`config.mk`:
```
export PLATFORM = sky130hd
export DESIGN_NAME = c16_mem_arbiter
export DESIGN_NICKNAME = d
export VERILOG_FILES = /design/src/rtl/c16_pkg.sv /design/src/rtl/c16_mem_arbiter.sv
export SDC_FILE = /design/constraint.sdc
export NUM_CORES = 1
export LEC_CHECK = 0
export ABC_CLOCK_PERIOD_IN_PS = 2240
export BUFFER_PORTS_ARGS = -buffer_cell sky130_fd_sc_hd__buf_2
export CAP_MARGIN = 10
export CORE_AREA = 2 2 65 128
export CTS_BUF_LIST = sky130_fd_sc_hd__clkbuf_4 sky130_fd_sc_hd__clkbuf_8 sky130_fd_sc_hd__clkbuf_16
export DETAILED_ROUTE_END_ITERATION = 10
export DIE_AREA = 0 0 67 130
export PLACE_DENSITY = 0.71
export SLEW_MARGIN = 20
export SYNTH_ARGS = -nofsm -noshare
export SYNTH_HDL_FRONTEND = slang
export SYNTH_SLANG_ARGS = --single-unit
```
`constraint.sdc`:
```
create_clock -name CLK28 -period 2.24 [get_ports CLK28]
set_input_delay 0.448 -clock CLK28 [delete_from_list [all_inputs] [get_ports CLK28]]
set_output_delay 0.448 -clock CLK28 [all_outputs]
set_load 0.1 [all_outputs]
```
`src/rtl/c16_pkg.sv`:
```
`default_nettype none
// ----------------------------------------------------------------------------
// c16_pkg : arbiter state encoding and default memory access length
// Revision: 1.0
// ----------------------------------------------------------------------------
package c16_pkg;

  localparam int C16_MEM_LAT_DEFAULT = 2;

  typedef enum logic [1:0] {
    ST_IDLE    = 2'd0,
    ST_BUS_ACC = 2'd1,
    ST_DL_ACC  = 2'd2
  } c16_state_t;

endpackage
`default_nettype wire

```
`src/rtl/c16_mem_arbiter.sv`:
```
`default_nettype none
// ----------------------------------------------------------------------------
// c16_mem_arbiter : shares one memory port between TED bus cycles and a loader
// Revision: 1.0
// ----------------------------------------------------------------------------
module c16_mem_arbiter
  import c16_pkg::*;
#(
  parameter int MEM_LAT = C16_MEM_LAT_DEFAULT
) (
  input  logic        CLK28,
  input  logic        RESET_N,
  input  logic        BUS_CAS,
  input  logic        BUS_RW,
  input  logic [15:0] BUS_ADDR,
  input  logic [7:0]  BUS_WDATA,
  output logic [7:0]  BUS_RDATA,
  input  logic        DL_REQ,
  input  logic [15:0] DL_ADDR,
  input  logic [7:0]  DL_DATA,
  output logic        DL_ACK,
  input  logic        DL_ACTIVE,
  output logic        WAIT,
  output logic        MEM_CE,
  output logic        MEM_WE,
  output logic [15:0] MEM_ADDR,
  output logic [7:0]  MEM_WDATA,
  input  logic [7:0]  MEM_RDATA,
  output logic        OVERRUN
);

  localparam logic [2:0] C_LAST = 3'(MEM_LAT - 1);

  c16_state_t  state, state_nxt;
  logic [2:0]  cnt, cnt_nxt;
  logic        cas_q;
  logic        pend, pend_rw;
  logic [15:0] pend_addr;
  logic [7:0]  pend_wdata;

  logic        cas_fall, last;
  logic        ce_nxt, we_nxt, ack_nxt, pend_nxt, pend_load, ovr_nxt;
  logic [15:0] addr_nxt;
  logic [7:0]  wdata_nxt, rdata_nxt;

  assign cas_fall = cas_q & ~BUS_CAS;
  assign last     = (cnt == C_LAST);

  // cas_q tracks the pin even in reset so a CAS held low across release is not an edge
  always_ff @(posedge CLK28) begin
    cas_q <= BUS_CAS;
    if (!RESET_N) begin
      state      <= ST_IDLE;
      cnt        <= 3'd0;
      MEM_CE     <= 1'b0;
      MEM_WE     <= 1'b0;
      MEM_ADDR   <= 16'h0000;
      MEM_WDATA  <= 8'h00;
      BUS_RDATA  <= 8'hFF;
      DL_ACK     <= 1'b0;
      WAIT       <= 1'b0;
      OVERRUN    <= 1'b0;
      pend       <= 1'b0;
      pend_rw    <= 1'b0;
      pend_addr  <= 16'h0000;
      pend_wdata <= 8'h00;
    end else begin
      state     <= state_nxt;
      cnt       <= cnt_nxt;
      MEM_CE    <= ce_nxt;
      MEM_WE    <= we_nxt;
      MEM_ADDR  <= addr_nxt;
      MEM_WDATA <= wdata_nxt;
      BUS_RDATA <= rdata_nxt;
      DL_ACK    <= ack_nxt;
      WAIT      <= DL_ACTIVE | DL_REQ;
      OVERRUN   <= ovr_nxt;
      pend      <= pend_nxt;
      if (pend_load) begin
        pend_rw    <= BUS_RW;
        pend_addr  <= BUS_ADDR;
        pend_wdata <= BUS_WDATA;
      end
    end
  end

  always_comb begin
    state_nxt = state;
    cnt_nxt   = 3'd0;
    case (state)
      ST_IDLE: begin
        if (cas_fall || pend) state_nxt = ST_BUS_ACC;
        else if (DL_REQ)      state_nxt = ST_DL_ACC;
      end
      ST_BUS_ACC, ST_DL_ACC: begin
        if (last) state_nxt = ST_IDLE;
        else      cnt_nxt   = cnt + 3'd1;
      end
      default: state_nxt = ST_IDLE;
    endcase
  end

  always_comb begin
    ce_nxt    = MEM_CE;
    we_nxt    = MEM_WE;
    addr_nxt  = MEM_ADDR;
    wdata_nxt = MEM_WDATA;
    rdata_nxt = BUS_RDATA;
    ack_nxt   = 1'b0;
    pend_nxt  = pend;
    pend_load = 1'b0;
    ovr_nxt   = OVERRUN;

    if (state == ST_IDLE) begin
      if (state_nxt == ST_BUS_ACC) begin
        ce_nxt = 1'b1;
        if (pend) begin
          we_nxt    = ~pend_rw;
          addr_nxt  = pend_addr;
          wdata_nxt = pend_wdata;
          pend_nxt  = 1'b0;
        end else begin
          we_nxt    = ~BUS_RW;
          addr_nxt  = BUS_ADDR;
          wdata_nxt = BUS_WDATA;
        end
      end else if (state_nxt == ST_DL_ACC) begin
        ce_nxt    = 1'b1;
        we_nxt    = 1'b1;
        addr_nxt  = DL_ADDR;
        wdata_nxt = DL_DATA;
      end
    end else if (last) begin
      ce_nxt = 1'b0;
      we_nxt = 1'b0;
      if (state == ST_BUS_ACC && !MEM_WE) rdata_nxt = MEM_RDATA;
    end

    // ack is registered so it is high during the final loader access cycle
    if (state_nxt == ST_DL_ACC && cnt_nxt == C_LAST) ack_nxt = 1'b1;

    if (cas_fall) begin
      if (state == ST_BUS_ACC || pend) begin
        ovr_nxt = 1'b1;
      end else if (state == ST_DL_ACC) begin
        pend_nxt  = 1'b1;
        pend_load = 1'b1;
      end
    end
  end

endmodule
`default_nettype wire

```
==> results_dict.tcl <==
set metrics [dict create \
    yosysTopAreaCell "dfxtp_1" \
    dpl.cell_count 554 \
    path_cells "inv_1, ha_2, nand2_1, o32ai_2, nand2b_1, ha_2, nand2b_4, buf_6, a211o_1, a21boi_0" \
    core_area_mm2 0.00783 \
    grt_max_degree 54 \
    synth_compound_area_share_pct 14.6 \
    ys_types 31 \
    synth_nets 437 \
    antenna_cells 0 \
    crit_fanout 12 \
    synth.yosys.warnings 0 \
    synth_common_cells "nand2_1, dfxtp_1, mux2i_1" \
    io_pins 99 \
    fin_cells 571 \
    worst_pin_slew_ps 499 \
    clk_latency_ps 330 \
    antenna_found_initial 0 \
    cpMostUsedCell "ha_2" \
    start_util_pct 42.2 \
    viasPerCell 5.00 \
    crit_type "reg -> reg" \
    drt-initial-drc-count 124 \
    synthCells 369 \
    rr_worst_depth 10 \
    synth_top_family_by_area "simple AND/OR/NAND/NOR gates" \
    r2r_setup_slack_ps 140 \
    drive_gt1_share_pct 30.1 \
    clk_pin_slew_ps 50 \
    area_growth_pct 31.0 \
    status "completed" \
    seq_area_frac_synth_pct 41.8 \
    r2r-end "MEM_WDATA[2]" \
    hold_class "in -> reg" \
    synthAdderAreaFrac_pct 2.27 \
    die_x_um 67 \
    gr-max-usage-layer "met2" \
    first_pass_iters 4 \
    crit_path_end_kind "register" \
    place.gp.congestion 0.779 \
    drcViolationCount 0 \
    yosysMostFrequentCell "nand2_1" \
    hold_viol 0 \
    drv_cap 0 \
    syn-cell-area_mm2 0.00330 \
    synth_xor_area_share_pct 0.265 \
    final_area_mm2 0.00432 \
    ir_worst_vdd_v 0.000612 \
    root_buffer "clkbuf_16" \
    slew_viol_final 0 \
    grt_pass1_wl_um 11400 \
    met3_usage_pct 5.60 \
    startpoint_type "register" \
    grt_usage_pct 17.0 \
    ys.flop_type "dfxtp_1" \
    cts_sinks 69 \
    portBuffers 98 \
    synth-simple-area-share_pct 18.7 \
    cts_tree "yes" \
    crit_required_ps 2490 \
    cts_max_path_buffers 2 \
    cts_hold_buf 0 \
    relSlewSlack_pct 67.0 \
    htree_num_levels 3 \
    hold_path_end "cas_q" \
    vias 2853 \
    min_period_over_period_pct 93.7 \
    layout.nets 538 \
    dp_hpwl_um 5140 \
    min_from "BUS_CAS" \
    die_h_um 130 \
    final_period_minus_worst_setup_slack_ps 2100 \
    ys_top_cells_by_area "dfxtp_1, mux2i_1, nand2_1" \
    ant_nets 0 \
    crit_arrival_ps 2350 \
    grt_pass1_vias 2597 \
    synthArstFlopShare_pct 0 \
    avgSynthCellArea_um2 8.94 \
    min_path_cells 1 \
    cts_made_buffers 9 \
    num_rows 46 \
    use_met1_pct 20.8 \
    reg2reg_from "state[1]" \
    synth_top_area_share_pct 41.8 \
    overflow 0 \
    fillCellCount 757 \
    setup_viol 0 \
    synth_mux_area_share_pct 17.6 \
    dpl-instance-area_mm2 0.00399 \
    die-area_mm2 0.00871 \
    max_freq_ghz 0.476 \
    ys_ff_latch 69 \
    fin_skew_ps 4.81 \
    use_met2_pct 27.4 \
    crit_slowest_cell "ha_2" \
    power_density_mw_per_mm2 1030 \
    drt-wirelength-per-cell_um 12.8 \
    wl_um 7290 \
    max_stage_delay_ps 340 \
    leakage_nw 1.82 \
    synth_edf_count 0 \
]
[cell type report]
type / instances / area (um2) / area share, %
multi-input combinational: 267 / 1790 / 41.4
sequential: 69 / 1380 / 32.0
timing repair buffer: 118 / 724 / 16.8
clock buffer: 15 / 283 / 6.54
tap: 96 / 120 / 2.78
inverter: 5 / 18.8 / 0.434
clock inverter: 1 / 5.00 / 0.116
[kinds of logic (layout without fill, tap and decap cells)]
| family | count (synthesis) | after routing |
|---|---|---|
| simple gates | 140 | 140 |
| flops | 69 | 69 |
| buf+inv | 33 | 139 |
| fa+ha+maj | 6 | 6 |
| mux | 58 | 58 |
| compound gates | 62 | 62 |
| xor+xnor | 1 | 1 |
[power by group]
group / total [mW] / switching (mW) / internal [mW] / leakage, nW
Clock: 1.32 / 0.468 / 0.856 / 0.148
Sequential: 1.42 / 0.0641 / 1.36 / 0.562
Combinational: 1.71 / 1.24 / 0.471 / 1.11
Total: 4.46 / 1.77 / 2.69 / 1.82
[worst max path at each step]
stage,startpoint,end,slack (ps),cells after the start
floorplan,state[0],MEM_ADDR[10],-20,11
global placement,DL_REQ,MEM_ADDR[1],60,9
detailed placement,BUS_CAS,MEM_WDATA[7],-30,9
CTS,state[0],MEM_ADDR[13],3,10
global route,state[0],MEM_ADDR[6],-20,9
finish,state[1],MEM_WDATA[2],140,10
[sequential cells by signal (all words and copies together) (netlist names), 2 cells and up]
register,flops
pend_wdata,8
MEM_WDATA,8
state,2
MEM_ADDR,16
BUS_RDATA,8
pend_addr,16
cnt,3
[through the flow]
step           power (mW)  TNS (ps)  hold WS, ps  util (%)  worst slack (ps)
2_1_floorplan        2.71      -265          434         -             -16.6
3_3_place_gp         3.06         0          437      51.0              59.9
3_5_place_dp         3.08      -139          442      51.0             -33.6
4_1_cts              4.42         0          225      54.6              2.75
5_1_grt              4.66     -43.1          230      55.2             -16.6
6_report             4.46         0          236      55.2               141
[critical path: cells and delay by family (launching register included)]
family / cells / cell delay, ps
compound gates: 3 / 520
fa+ha+maj: 2 / 620
buf+inv: 2 / 210
flops: 1 / 330
simple gates: 3 / 350
[routing by layer]
| metal | share of wire (%) | vias to the layer above |
|---|---|---|
| met5 | 0 | - |
| met4 | 1.6 | 0 |
| met3 | 7.1 | 9 |
| met2 | 47 | 87 |
| met1 | 44 | 1306 |
| li1 | - | 1451 |
[cells in the final DEF (no fill, tap or decap), drive strengths merged, types with 2 or more instances in the layout]
| master | instances |
|---|---|
| and3 | 2 |
| nor2 | 29 |
| clkbuf | 16 |
| a21boi | 24 |
| mux2i | 58 |
| ha | 6 |
| dfxtp | 69 |
| o21ai | 2 |
| nand2 | 79 |
| o21a | 3 |
| inv | 5 |
| buf | 117 |
| a21oi | 4 |
| a211o | 24 |
| nor2b | 21 |
| nand2b | 3 |
[what timing repair did]
action,CTS,global route
setup buffers,0,0
gates resized for setup,0,21
setup endpoints to repair,0,24
hold endpoints to repair,0,0
No activity file was read; power rests on OpenSTA's default activity.
